File: config.mk
export PLATFORM = sky130hd
export DESIGN_NAME = dma_copy_engine_flat
export DESIGN_NICKNAME = d
export VERILOG_FILES = /design/src/rtl/eei_pkg.sv /design/src/rtl/membus.sv /design/src/rtl/dma_copy_engine.sv /design/src/flat_wrapper.sv
export SDC_FILE = /design/constraint.sdc
export NUM_CORES = 1
export LEC_CHECK = 0
export ABC_AREA = 0
export BUFFER_PORTS_ARGS = -buffer_cell sky130_fd_sc_hd__buf_2
export CORE_ASPECT_RATIO = 1.4
export CORE_UTILIZATION = 56
export CTS_BUF_LIST = sky130_fd_sc_hd__clkbuf_8
export CTS_CLUSTER_DIAMETER = 200
export DETAILED_ROUTE_END_ITERATION = 6
export PLACE_DENSITY = 0.9
export SYNTH_ARGS = -nofsm -noshare
export SYNTH_HDL_FRONTEND = slang
export SYNTH_SLANG_ARGS = --single-unit
export TNS_END_PERCENT = 5
File: constraint.sdc
create_clock -name clk -period 2.69 [get_ports clk]
set_input_delay 0.269 -clock clk [delete_from_list [all_inputs] [get_ports clk]]
set_output_delay 0.269 -clock clk [all_outputs]
set_load 0.02 [all_outputs]
File: src/rtl/eei_pkg.sv
// Shared definitions for the execution-environment blocks.
// Holds the DMA copy engine state encoding and word geometry.
package eei;

  localparam int XLEN_BITS  = 64;
  localparam int WORD_BYTES = XLEN_BITS / 8;

  typedef enum logic [2:0] {
    IDLE,
    RD_REQ,
    RD_WAIT,
    WR_REQ,
    FINISH
  } dma_state_t;

endpackage

File: src/rtl/membus.sv
// Simple valid/ready memory bus with a separate read-response strobe.
// Masters hold request fields steady until the request fires.
interface Membus #(
  parameter int XLEN = 64
);

  logic              valid;
  logic              ready;
  logic [XLEN-1:0]   addr;
  logic              wen;
  logic [XLEN-1:0]   wdata;
  logic [XLEN/8-1:0] wmask;
  logic              rvalid;
  logic [XLEN-1:0]   rdata;

  modport master (
    output valid,
    output addr,
    output wen,
    output wdata,
    output wmask,
    input  ready,
    input  rvalid,
    input  rdata
  );

  modport slave (
    input  valid,
    input  addr,
    input  wen,
    input  wdata,
    input  wmask,
    output ready,
    output rvalid,
    output rdata
  );

endinterface

File: src/rtl/dma_copy_engine.sv
// Single-channel word copy engine: one read, then one write, per word.
// Every output is a flop, so bus handshakes never reach outputs directly.
module dma_copy_engine #(
  parameter int XLEN = 64,
  parameter int LENW = 16
) (
  input  logic            clk,
  input  logic            rst,
  input  logic            start,
  input  logic [XLEN-1:0] src_addr,
  input  logic [XLEN-1:0] dst_addr,
  input  logic [LENW-1:0] len,
  output logic            busy,
  output logic            done,
  output logic [LENW-1:0] words_left,
  Membus.master           mem
);

  import eei::*;

  localparam logic [XLEN-1:0] STEP = XLEN'(XLEN / 8);
  localparam logic [LENW-1:0] ONE  = LENW'(1);

  dma_state_t        state_q;
  logic [XLEN-1:0]   rd_ptr_q;
  logic [XLEN-1:0]   wr_ptr_q;
  logic [XLEN-1:0]   rd_ptr_d;
  logic [XLEN-1:0]   wr_ptr_d;
  logic [LENW-1:0]   remain_q;
  logic              busy_q;
  logic              done_q;
  logic              valid_q;
  logic              wen_q;
  logic [XLEN-1:0]   addr_q;
  logic [XLEN-1:0]   wdata_q;
  logic [XLEN/8-1:0] wmask_q;
  logic              fire;

  assign fire     = valid_q & mem.ready;
  assign rd_ptr_d = rd_ptr_q + STEP;
  assign wr_ptr_d = wr_ptr_q + STEP;

  // Request fields are only rewritten on entry to a request state.
  always_ff @(posedge clk) begin
    if (!rst) begin
      state_q  <= IDLE;
      rd_ptr_q <= '0;
      wr_ptr_q <= '0;
      remain_q <= '0;
      busy_q   <= 1'b0;
      done_q   <= 1'b0;
      valid_q  <= 1'b0;
      wen_q    <= 1'b0;
      addr_q   <= '0;
      wdata_q  <= '0;
      wmask_q  <= '0;
    end else begin
      done_q <= 1'b0;
      unique case (state_q)
        IDLE: begin
          if (start) begin
            rd_ptr_q <= src_addr;
            wr_ptr_q <= dst_addr;
            remain_q <= len;
            busy_q   <= 1'b1;
            if (len == '0) begin
              state_q <= FINISH;
              done_q  <= 1'b1;
            end else begin
              state_q <= RD_REQ;
              valid_q <= 1'b1;
              wen_q   <= 1'b0;
              addr_q  <= src_addr;
            end
          end
        end
        RD_REQ: begin
          if (fire) begin
            state_q <= RD_WAIT;
            valid_q <= 1'b0;
          end
        end
        RD_WAIT: begin
          if (mem.rvalid) begin
            state_q <= WR_REQ;
            valid_q <= 1'b1;
            wen_q   <= 1'b1;
            addr_q  <= wr_ptr_q;
            wdata_q <= mem.rdata;
            wmask_q <= '1;
          end
        end
        WR_REQ: begin
          if (fire) begin
            rd_ptr_q <= rd_ptr_d;
            wr_ptr_q <= wr_ptr_d;
            remain_q <= remain_q - ONE;
            wen_q    <= 1'b0;
            wmask_q  <= '0;
            if (remain_q == ONE) begin
              state_q <= FINISH;
              valid_q <= 1'b0;
              done_q  <= 1'b1;
            end else begin
              state_q <= RD_REQ;
              addr_q  <= rd_ptr_d;
            end
          end
        end
        FINISH: begin
          state_q <= IDLE;
          busy_q  <= 1'b0;
        end
        default: state_q <= IDLE;
      endcase
    end
  end

  assign busy       = busy_q;
  assign done       = done_q;
  assign words_left = remain_q;
  assign mem.valid  = valid_q;
  assign mem.wen    = wen_q;
  assign mem.addr   = addr_q;
  assign mem.wdata  = wdata_q;
  assign mem.wmask  = wmask_q;

endmodule
File: src/flat_wrapper.sv
// flat-port wrapper written by rule: the top's interface ports become plain ports
module dma_copy_engine_flat import eei::*;
#(
  parameter int XLEN = 64,
  parameter int LENW = 16
)
  (clk, rst, start, src_addr, dst_addr, len, busy, done, words_left, mem_valid, mem_addr, mem_wen, mem_wdata, mem_wmask, mem_ready, mem_rvalid, mem_rdata);
  Membus #(.XLEN(XLEN)) mem_i ();
  input  logic clk;
  input  logic rst;
  input  logic start;
  input  logic [XLEN-1:0] src_addr;
  input  logic [XLEN-1:0] dst_addr;
  input  logic [LENW-1:0] len;
  output logic busy;
  output logic done;
  output logic [LENW-1:0] words_left;
  output wire logic [$bits(mem_i.valid)-1:0] mem_valid;
  output wire logic [$bits(mem_i.addr)-1:0] mem_addr;
  output wire logic [$bits(mem_i.wen)-1:0] mem_wen;
  output wire logic [$bits(mem_i.wdata)-1:0] mem_wdata;
  output wire logic [$bits(mem_i.wmask)-1:0] mem_wmask;
  input wire logic [$bits(mem_i.ready)-1:0] mem_ready;
  input wire logic [$bits(mem_i.rvalid)-1:0] mem_rvalid;
  input wire logic [$bits(mem_i.rdata)-1:0] mem_rdata;
  assign mem_valid = mem_i.valid;
  assign mem_addr = mem_i.addr;
  assign mem_wen = mem_i.wen;
  assign mem_wdata = mem_i.wdata;
  assign mem_wmask = mem_i.wmask;
  assign mem_i.ready = mem_ready;
  assign mem_i.rvalid = mem_rvalid;
  assign mem_i.rdata = mem_rdata;
  dma_copy_engine #(.XLEN(XLEN), .LENW(LENW)) u_core (.clk(clk), .rst(rst), .start(start), .src_addr(src_addr), .dst_addr(dst_addr), .len(len), .busy(busy), .done(done), .words_left(words_left), .mem(mem_i));
endmodule
Yosys cells after proc, flatten, opt, wreduce, memory -nomap -nowiden --
Index checks and enable logic that the tools add are counted.
Word-level totals: register bits after elaboration 287, latch bits 0, RAM bits 0, memory bits (read-only) 0, output and inout port bits 156, memories kept 0
Operators by class: add/sub/neg operators 3, multiply operators 0, divide/modulo/power cells 0, $lt $le $gt $ge 0, eq/ne operators 12, shift operators 0, mux-type cells 42, bitwise gates (word level) 1, reductions and logical operators 15
Operators with widths (count):
- $mux W64 | 9
- $pmux W64 S2 | 2
- $pmux W64 S3 | 1
- $add A64 B4 Y64 const B | 2
- $mux W16 | 2
- $pmux W16 S2 | 1
- $mux W3 | 6
- $eq A16 B1 Y1 const B | 1
- $logic_not A16 Y1 | 1
- $mux W8 | 2
- $pmux W8 S2 | 1
- $sub A16 B1 Y16 const B | 1
- $mux W1 | 13
- $pmux W3 S4 | 1
- $ne A2 B2 Y1 const B | 4
- $reduce_and A7 Y1 | 1
- $eq A3 B2 Y1 const B | 2
- $ne A2 B1 Y1 const B | 3
- $reduce_and A3 Y1 | 2
- $reduce_and A6 Y1 | 1
- $reduce_bool A2 Y1 | 3
- $reduce_and A5 Y1 | 1
- $pmux W1 S2 | 2
- $pmux W1 S4 | 1
- other kinds (9) | 10

Depth between registers and ports, before layout --
depth after elaboration 4, gate-level depth with buffers 11

Worst setup path after synthesis --
OpenSTA, ideal clock, no wires.
path kind flip-flop to flip-flop, start point register u_core.wr_ptr_q[3], end point register u_core.wr_ptr_q[61], library setup time 0.116 ns, data arrival time 2.168 ns, data required time 2.574 ns, setup slack 0.406 ns, cell stages (with the launch flop) 9, clock period less this slack 2.284 ns, cell sequence dfxtp_1 > ha_1 > nand4_1 > nor4_4 > nand4_2 > or3_1 > clkbuf_2 > o31a_1 > o211a_1
On the way: word-level cells in the longest chain between the ends 3
Ends and longest elaborated chain:
- start, declared | line dma_copy_engine.sv:26 | logic [XLEN-1:0] wr_ptr_q;
- start signal, assigned | line dma_copy_engine.sv:63 | wr_ptr_q <= dst_addr;
- start signal, assigned | line dma_copy_engine.sv:96 | wr_ptr_q <= wr_ptr_d;
- $add A64 B4 Y64 | line dma_copy_engine.sv:41 | assign wr_ptr_d = wr_ptr_q + STEP;
- $mux W64 | line dma_copy_engine.sv:94 | if (fire) begin
- $pmux W64 S2 | line dma_copy_engine.sv:59 | unique case (state_q)
Every way passes these cells. The select of a mux whose other input is x is not followed. A chain may end at the register's enable or synchronous reset.

Worst setup path after layout --
start point register u_core.wr_ptr_q[8], end point register u_core.wr_ptr_q[58]
Same word-level chain as after synthesis.

==> flow_summary_export.csv <==
group,metric,value,unit
finish,area_growth,29.3,%
logic_synthesis,synthesis.nets,2427,
critical_path,path_class,"reg2reg",
route,first_pass_iters,7,
hold_path,hp-start,"src_addr[9]",
logic_synthesis,netlist.top_cell.by_area,"dfxtp_1",
sta,drv_slew,0,
critical_path,ff2ff_setup_slack,140,ps
sta,slew_headroom,31.2,%
critical_path,arrival,3010,ps
critical_path,required,3150,ps
critical_path,r2r_start,"u_core.wr_ptr_q[8]",
global_routing,grt_use_total,45.8,%
critical_path,cp_slowest_stage_delay,620,ps
route,ant_nets,0,
floorplanning,rows,72,
critical_path,cp_num_buf_inv,0,
clock_network,cts_htree_levels,2,
sta,whs,15.5,ps
job,max-cap-violations,0,
sta,rsz0062_at_grt,"no",
floorplanning,io-pin-count,369,
critical_path,path_delay_family,"simple AND/OR/NAND/NOR gates",
clock_network,path_clk_slew,70,ps
clock_network,numCtsBuffers,44,
route,drcViolationCount,2,
sta,worst_slack,135,ps
sta,hold_violations,0,
floorplanning,coreArea,27800,µm²
route,avgViaCountPerCell,6.54,
sta,max_freq,391,MHz
power,p_leak,8.43,nW
critical_path,crit_slowest_cell,"nor4_2",
global_routing,grt_pass1_wl,104000,µm
power,p_per_area,514,nW/µm²
placed_design,dpl_cell_area,18600,µm²
status,failed_checks,"design-rule violations",
global_routing,grt_antenna_before_repair,4,
sta,period_needed,2550,ps
global_routing,grt_pass1_vias,19500,
placed_design,gp_congestion,1.03,
finish,postLayoutCellArea,20700,µm²
logic_synthesis,synth_edf_count,0,
logic_synthesis,synth_common_cells,"342 x nand2_1, 280 x dfxtp_1, 246 x a21oi_1",
power,ir_drop,0.000415,V
critical_path,start_kind,"register",
critical_path,critPathCaptureType,"register",
logic_synthesis,synth_top_cell_area_share,35.0,%
critical_path,r2r_end,"u_core.wr_ptr_q[58]",
clock_network,cts_tree,"done",
global_routing,gr-total-overflow,0,
hold_path,hold_depth,3,
clock_network,clock_latency,600,ps
critical_path,worstPathCellList,"nand4_4 > nor4_1 > nand3_1 > nor4_2 > mux2i_1 > o22ai_1",
critical_path,rr_worst_depth,6,
route,vias,20000,
logic_synthesis,ys_async_sr_fraction,0,%
logic_synthesis,yosys_register_bits,280,
logic_synthesis,synth_ff_type,"dfxtp_1",
route,drt_iter0_markers,2408,
logic_synthesis,synth.avg_cell_area,7.24,µm²
clock_network,clock_sinks,280,
hold_path,hp-class,"in2reg",
finish,nNetsFinal,2873,
hold_path,whs_endpoint,"u_core.mem.addr[9]",
placed_design,post-place-ws,238,ps
sta,tightestPinTransition,1020,ps
logic_synthesis,syn_area,16000,µm²
clock_network,ctsLongestPathBuffers,3,
logic_synthesis,ys_types,69,
floorplanning,die_h,202,µm
logic_synthesis,yosysWarnings,0,
critical_path,cp_max_fo,9,
placed_design,dp_hpwl,45900,µm
finish,fillers,2085,
floorplanning,die_x,145,µm
critical_path,critPathLaunch,"u_core.wr_ptr_q[8]",
route,wl_per_cell,22.2,µm
placed_design,numPortBuffers,368,
status,status,"finished with violations",
sta,setup_viol,0,
finish,drive_above_1_share,22.3,%
logic_synthesis,synth_most_common_cell,"nand2_1",
route,routed_wl,68200,µm
floorplanning,die_area,29300,µm²
global_routing,grt_max_degree,88,
logic_synthesis,synth_seq_area_share,35.0,%
sta,timing.final.crit_share,95.0,%
logic_synthesis,synth_cells,2210,
sta,fin_skew,19.6,ps
floorplanning,initial_core_util,57.5,%
sta,setup_tns,0,ps
logic_synthesis,synth.area.top_cells,"dfxtp_1 35%, nand2_1 8.0%, a21oi_1 7.7%",
clock_network,cts-root-buf,"clkbuf_8",
state kept, by name, summed over array words and instances, names as in the netlist:
name,count
u_core.state_q,3
u_core.done,1
u_core.mem.valid,1
u_core.mem.wen,1
u_core.rd_ptr_q,64
u_core.words_left,16
u_core.mem.wmask,1
u_core.wr_ptr_q,64
u_core.mem.addr,64
u_core.busy,1
u_core.mem.wdata,64
worst max-delay path by stage:
stage	to	slack, ps	cells after the start
finish	u_core.wr_ptr_q[58]	140	6
global route	u_core.mem.addr[56]	30	7
CTS	u_core.mem.addr[45]	190	9
detailed placement	u_core.mem.addr[45]	240	9
global placement	u_core.rd_ptr_q[61]	300	9
floorplan	u_core.wr_ptr_q[61]	410	8
repair_timing:
| action | 4_1_cts | 5_1_grt |
|---|---|---|
| resized for setup | 0 | 2 |
| setup endpoints to repair | 0 | 3 |
| hold buffers | 111 | 0 |
| buffers inserted | 0 | 0 |
| endpoints found under the hold margin | 112 | 0 |
routing by layer:
| metal | GRT usage (%) | routed length (µm) |
|---|---|---|
| met3 | 12.4 | 7190 |
| met5 | 1.58 | 31 |
| met1 | 50.5 | 23800 |
| met2 | 72.0 | 30900 |
| met4 | 39.3 | 6250 |
cells in the final DEF (no fill, tap or decap), types with 16 or more instances in the layout:
cell	synthesis	final
nand3_1	88	87
buf_2	8	367
nand2_1	342	341
mux2i_1	18	18
a21o_1	19	18
and2_1	22	20
nor4_1	37	36
and3_1	50	50
nand4_1	61	61
or3_1	20	20
dlygate4sd3_1	0	111
a22o_1	16	16
clkbuf_8	0	54
a22oi_1	34	34
inv_1	22	36
buf_4	7	117
a221oi_1	16	16
a211oi_1	39	39
o22ai_1	21	21
nor2_1	179	178
a21oi_1	246	245
o211ai_1	20	20
xnor2_1	27	27
o31ai_1	29	29
nor3_1	58	58
o21ai_0	162	162
a31oi_1	27	27
and4_1	20	20
dfxtp_1	280	279
through the flow:
| step | instances | power, mW | utilization [%] |
|---|---|---|---|
| global placement | 2869 | 6.60 | 67.0 |
| detailed placement | 2869 | 6.66 | 67.0 |
| finish | 3064 | 10.6 | 74.3 |
| floorplan | 2210 | 5.85 | - |
| CTS | 3060 | 10.5 | 74.2 |
| global route | 3064 | 11.0 | 74.3 |
worst reg2reg max path, stage by stage (launching register included):
cell and delay [ps]:
dfxtp_1 530, nand4_4 200, nor4_1 430, nand3_1 300
nor4_2 620, mux2i_1 240, o22ai_1 100
final cells by class:
class                      count  area, µm²  share of cell area (%)
antenna                        4       10.0                  0.0484
clock buffer                  54        743                    3.59
clock inverter                26        166                   0.804
inverter                      22       87.6                   0.423
multi-input combinational   1701       9550                    46.1
sequential                   280       5610                    27.1
tap                          370        463                    2.24
timing repair buffer         607       4070                    19.7
cell families after synthesis:
family	after synthesis	share of synthesized area, %
xor gates and xnor gates	37	2.03
AOI/OAI and AO/OA	720	28.1
DFF	280	35.0
adders and majority gates	4	0.313
muxes	23	1.48
and+or+nand+nor	917	27.5
buffers and inverters	229	5.61
power breakdown:
group / internal, mW / leakage, nW / switching (mW)
clock: 2.01 / 0.524 / 1.83
sequential: 4.42 / 2.30 / 0.309
combinational: 0.826 / 5.61 / 1.24
total: 7.26 / 8.43 / 3.38
Power figures use the tool's default switching activity.
